$ cat src/rtl/accel_pkg.sv
// accel_pkg: shared widths and FSM encoding for the accelerometer path
package accel_pkg;
  localparam int ACC_DATA_W = 16;
  localparam int ACC_LOG2_DEPTH = 3;
  typedef enum logic [1:0] {ST_IDLE, ST_ACCUM, ST_OUTPUT} state_t;
endpackage

$ cat src/rtl/accel_sample_ring.sv
// accel_sample_ring: per-axis sample ring with write pointer, oldest-slot read and clear
// ports: clk, reset (async low), clr (sync), we, y_new/z_new in; y_old/z_old (slot at ptr), ptr out
module accel_sample_ring #(
  parameter int DATA_W = 16,
  parameter int LOG2_DEPTH = 3
) (
  input  logic                     clk,
  input  logic                     reset,
  input  logic                     clr,
  input  logic                     we,
  input  logic signed [DATA_W-1:0] y_new,
  input  logic signed [DATA_W-1:0] z_new,
  output logic signed [DATA_W-1:0] y_old,
  output logic signed [DATA_W-1:0] z_old,
  output logic [LOG2_DEPTH-1:0]    ptr
);
  logic signed [DATA_W-1:0] y_mem [2**LOG2_DEPTH];
  logic signed [DATA_W-1:0] z_mem [2**LOG2_DEPTH];
  assign y_old = y_mem[ptr];
  assign z_old = z_mem[ptr];
  always_ff @(posedge clk or negedge reset) begin
    if (!reset) begin
      ptr <= '0;
      for (int i = 0; i < 2**LOG2_DEPTH; i++) begin
        y_mem[i] <= '0;
        z_mem[i] <= '0;
      end
    end else if (clr) begin
      ptr <= '0;
      for (int i = 0; i < 2**LOG2_DEPTH; i++) begin
        y_mem[i] <= '0;
        z_mem[i] <= '0;
      end
    end else if (we) begin
      y_mem[ptr] <= y_new;
      z_mem[ptr] <= z_new;
      ptr <= ptr + LOG2_DEPTH'(1);
    end
  end
endmodule

$ cat src/rtl/accel_filter.sv
// accel_filter: moving average of Y/Z samples with tilt detection and overrun flag
// ports: clk, reset (async low), sample_valid/y_in/z_in, flush (sync clear) in;
//        y_avg/z_avg/avg_valid, busy, window_full, overrun (sticky), tilt_right/tilt_left out
module accel_filter
  import accel_pkg::*;
#(
  parameter int DATA_W = ACC_DATA_W,
  parameter int LOG2_DEPTH = ACC_LOG2_DEPTH,
  parameter int TILT_TH = 200,
  parameter int HYST = 32
) (
  input  logic                     clk,
  input  logic                     reset,
  input  logic                     sample_valid,
  input  logic signed [DATA_W-1:0] y_in,
  input  logic signed [DATA_W-1:0] z_in,
  input  logic                     flush,
  output logic signed [DATA_W-1:0] y_avg,
  output logic signed [DATA_W-1:0] z_avg,
  output logic                     avg_valid,
  output logic                     busy,
  output logic                     window_full,
  output logic                     overrun,
  output logic                     tilt_right,
  output logic                     tilt_left
);
  localparam int SW = DATA_W + LOG2_DEPTH;
  localparam logic signed [DATA_W-1:0] SET_HI = DATA_W'(TILT_TH);
  localparam logic signed [DATA_W-1:0] REL_HI = DATA_W'(TILT_TH - HYST);
  localparam logic signed [DATA_W-1:0] SET_LO = DATA_W'(-TILT_TH);
  localparam logic signed [DATA_W-1:0] REL_LO = DATA_W'(HYST - TILT_TH);
  state_t state;
  logic signed [DATA_W-1:0] y_reg, z_reg, y_old, z_old;
  logic signed [SW-1:0] y_sum, z_sum;
  logic [LOG2_DEPTH-1:0] ptr;
  logic we;
  assign we = state == ST_ACCUM && !flush;
  assign busy = state != ST_IDLE;
  accel_sample_ring #(.DATA_W(DATA_W), .LOG2_DEPTH(LOG2_DEPTH)) u_ring (
    .clk(clk), .reset(reset), .clr(flush), .we(we),
    .y_new(y_reg), .z_new(z_reg), .y_old(y_old), .z_old(z_old), .ptr(ptr)
  );
  always_ff @(posedge clk or negedge reset) begin
    if (!reset) begin
      state <= ST_IDLE;
      y_reg <= '0;
      z_reg <= '0;
      y_sum <= '0;
      z_sum <= '0;
      y_avg <= '0;
      z_avg <= '0;
      avg_valid <= 1'b0;
      window_full <= 1'b0;
      overrun <= 1'b0;
      tilt_right <= 1'b0;
      tilt_left <= 1'b0;
    end else if (flush) begin
      state <= ST_IDLE;
      y_reg <= '0;
      z_reg <= '0;
      y_sum <= '0;
      z_sum <= '0;
      y_avg <= '0;
      z_avg <= '0;
      avg_valid <= 1'b0;
      window_full <= 1'b0;
      overrun <= 1'b0;
      tilt_right <= 1'b0;
      tilt_left <= 1'b0;
    end else begin
      avg_valid <= 1'b0;
      // tilt follows the average published on the previous cycle
      if (avg_valid) begin
        tilt_right <= y_avg > SET_HI ? 1'b1 : y_avg < REL_HI ? 1'b0 : tilt_right;
        tilt_left <= y_avg < SET_LO ? 1'b1 : y_avg > REL_LO ? 1'b0 : tilt_left;
      end
      if (sample_valid && state != ST_IDLE) overrun <= 1'b1;
      unique case (state)
        ST_IDLE: if (sample_valid) begin
          y_reg <= y_in;
          z_reg <= z_in;
          state <= ST_ACCUM;
        end
        ST_ACCUM: begin
          y_sum <= y_sum - SW'(y_old) + SW'(y_reg);
          z_sum <= z_sum - SW'(z_old) + SW'(z_reg);
          state <= ST_OUTPUT;
        end
        ST_OUTPUT: begin
          y_avg <= DATA_W'(y_sum >>> LOG2_DEPTH);
          z_avg <= DATA_W'(z_sum >>> LOG2_DEPTH);
          avg_valid <= 1'b1;
          // pointer back at slot 0 means a full window has been written
          window_full <= window_full | (ptr == '0);
          state <= ST_IDLE;
        end
        default: state <= ST_IDLE;
      endcase
    end
  end
endmodule

$ cat config.mk
export PLATFORM = sky130hd
export DESIGN_NAME = accel_filter
export DESIGN_NICKNAME = d
export VERILOG_FILES = /design/src/rtl/accel_pkg.sv /design/src/rtl/accel_sample_ring.sv /design/src/rtl/accel_filter.sv
export SDC_FILE = /design/constraint.sdc
export NUM_CORES = 1
export LEC_CHECK = 0
export CAP_MARGIN = 20
export CORE_MARGIN = 2
export CORE_UTILIZATION = 35
export DETAILED_ROUTE_END_ITERATION = 8
export DONT_BUFFER_PORTS = 1
export PLACE_DENSITY = 0.58
export SYNTH_ARGS = -nofsm -noshare
export SYNTH_HDL_FRONTEND = slang
export SYNTH_SLANG_ARGS = --single-unit
$ cat constraint.sdc
create_clock -name clk -period 4.9 [get_ports clk]
set_input_delay 0.98 -clock clk [delete_from_list [all_inputs] [get_ports clk]]
set_output_delay 0.98 -clock clk [all_outputs]
set_load 0.05 [all_outputs]
==> reports/qor.yml <==
cts_tree: "yes"
numPortBuffers: 0
required_ps: 5330
io_pins: 74
grt_pass1_vias: 15500
final_util_pct: 39.0
synthTopCellsByCount: "nand2_1 (576), dfrtp_1 (368), a21oi_1 (305)"
gp_congestion: 0.905
clock-root-buffer: "clkbuf_16"
hpwlAfterDp_um: 35300
yosysSeqAreaShare_pct: 48.3
ys_async_sr_fraction_pct: 100
worst_pin_slew_ps: 1130
drv_slew: 0
placed_cell_area_mm2: 0.0196
power_density_mw_per_mm2: 391
end_kind: "flip-flop"
wirelength_um: 58900
hold_ws_ps: 135
drt_iter0_drc: 1469
avgSynthCellArea_um2: 8.85
cts_setup_buffers: 0
synth_seq_cells: 368
syn_inst: 2154
h-tree-depth: 2
largest_registers: "u_ring.y_mem (128), u_ring.z_mem (128)"
fp.dieArea_mm2: 0.0564
leakage_nw: 8.83
track_usage_pct: 20.9
synth_top_cell_by_area: "dfrtp_1"
nets: 2171
rsz0062_at_grt: "false"
globalRouteOverflowTotal: 0
crit_fanout: 23
clk_pin_slew_ps: 60
finalPower_w: 0.00819
fin_tns_setup_ps: 0
cts_buffer_depth: 3
grt_max_degree: 369
clkLatencyLatePin_ps: 560
synth_edf_count: 0
slew_headroom_pct: 24.2
core_mm2: 0.0538
maxCapViolations: 0
grt_antenna_before_repair: 3
synth_ff_type: "dfrtp_1"
hold_viol: 0
postLayoutCellArea_mm2: 0.0210
irDropWorstVdd_uv: 211
synthDistinctLibCells: 77
critPathLaunchType: "flip-flop"
cts_resized: 0
synth_fp_nets: 2268
wl_per_cell_um: 21.2
antenna_left: 0
viasPerCell: 5.63
synth_top_area_share_pct: 48.3
area_growth_pct: 9.94
setup_viol: 0
die_y_um: 237
drc: 0
cts_buffers: 40
drive_above_1_share_pct: 6.67
cts.sinks: 368
ys_warn_count: 0
post-route-period-util_pct: 91.7
initial_core_util_pct: 35.4
ys_top_cells_by_area: "dfrtp_1 (48%), nand2_1 (11%), a21oi_1 (8.0%), a22oi_1 (5.0%), fa_1 (3.8%)"
num_rows: 85
synth_most_common_cell: "nand2_1"
die_w_um: 237
grt_pass1_wl_um: 92700
skew_ps: 15.5
path_class: "reg -> reg"
num_vias: 15700
syn_area_mm2: 0.0191
status: "completed"
fmax_mhz: 223
hp-class: "in -> async"
cts_hold_buf: 0
finalCriticalPeriod_ps: 4490
crit_arrival_ps: 4920
dr.pass1.iters: 5
## worst paths after layout
check,startpoint,end,slack [ps],cells past startpoint
max,u_ring.ptr[1]$_DFFE_PN0P_,z_sum[18]$_DFFE_PN0P_,410,14
min,reset,z_sum[6]$_DFFE_PN0P_,130,0
max reg2reg,u_ring.ptr[1]$_DFFE_PN0P_,z_sum[18]$_DFFE_PN0P_,410,14
min reg2reg,z_sum[13]$_DFFE_PN0P_,z_avg[10]$_DFFE_PN0P_,510,1
max in group asynchronous,reset,y_sum[9]$_DFFE_PN0P_,3910,0
min in group clk,z_sum[13]$_DFFE_PN0P_,z_avg[10]$_DFFE_PN0P_,510,1
## cells in the final DEF, fill, tap and decap left out, types with 7 or more instances in the layout
master / netlist / final
nand2_1: 576 / 568
dfrtp_1: 368 / 368
a21oi_1: 305 / 303
inv_1: 152 / 152
a22oi_1: 128 / 128
a22o_1: 64 / 64
ha_1: 42 / 42
clkbuf_16: 0 / 41
nand4_1: 36 / 36
fa_1: 36 / 36
buf_4: 0 / 31
nor2_1: 31 / 28
o21ai_0: 26 / 26
nand3_1: 23 / 23
nor3_1: 25 / 19
a21o_1: 15 / 15
xnor2_1: 13 / 13
clkbuf_8: 2 / 9
and3_1: 9 / 8
nand2_2: 0 / 8
o21a_1: 7 / 7
clkbuf_1: 151 / 7
## logic make-up after synthesis
group | after synthesis | synth area share [%]
fa+ha+maj | 78 | 6.54
mux | 6 | 0.348
simple gates | 748 | 16.8
flops | 368 | 48.3
buf+inv | 325 | 6.73
xor+xnor | 14 | 0.643
compound gates | 615 | 20.7
## layout make-up
cell class	instances	area (um2)
Clock inverter	11	144
Sequential cell	368	9210
Multi-Input combinational cell	1461	8710
Antenna cell	3	7.51
Clock buffer	57	1180
Timing Repair Buffer	33	273
Inverter	153	574
Fill cell	5313	32900
Tap cell	696	871
## routing by layer
metal | wire (um) | track usage [%] | vias up
met5 | 23 | 0 | -
met4 | 1010 | 5.24 | 4
met3 | 4080 | 3.29 | 70
met2 | 27400 | 33.9 | 563
met1 | 26300 | 29.3 | 7866
li1 | - | - | 7151
## power breakdown
| group | internal [W] | switching [W] |
|---|---|---|
| clock network | 0.00182 | 0.00126 |
| registers | 0.00313 | 0.000150 |
| logic | 0.000705 | 0.00113 |
| total | 0.00566 | 0.00253 |
## critical path, cell delays in order (launching register included)
cell	delay (ps)
dfrtp_1	730
inv_1	310
nor3_2	410
buf_12	250
a22oi_1	110
nand4_1	240
fa_1	460
inv_1	70
ha_1	300
a21o_1	210
a31oi_1	260
nor2_1	90
or4_1	520
nand3_2	100
mux2_4	290
## metrics by stage
step           setup slack [ps]  instances
2_1_floorplan              1060       2154
3_3_place_gp                539       2711
3_5_place_dp                447       2711
4_1_cts                     424       2779
5_1_grt                     169       2779
6_report                    408       2782
(Power assumes the default switching activity.)
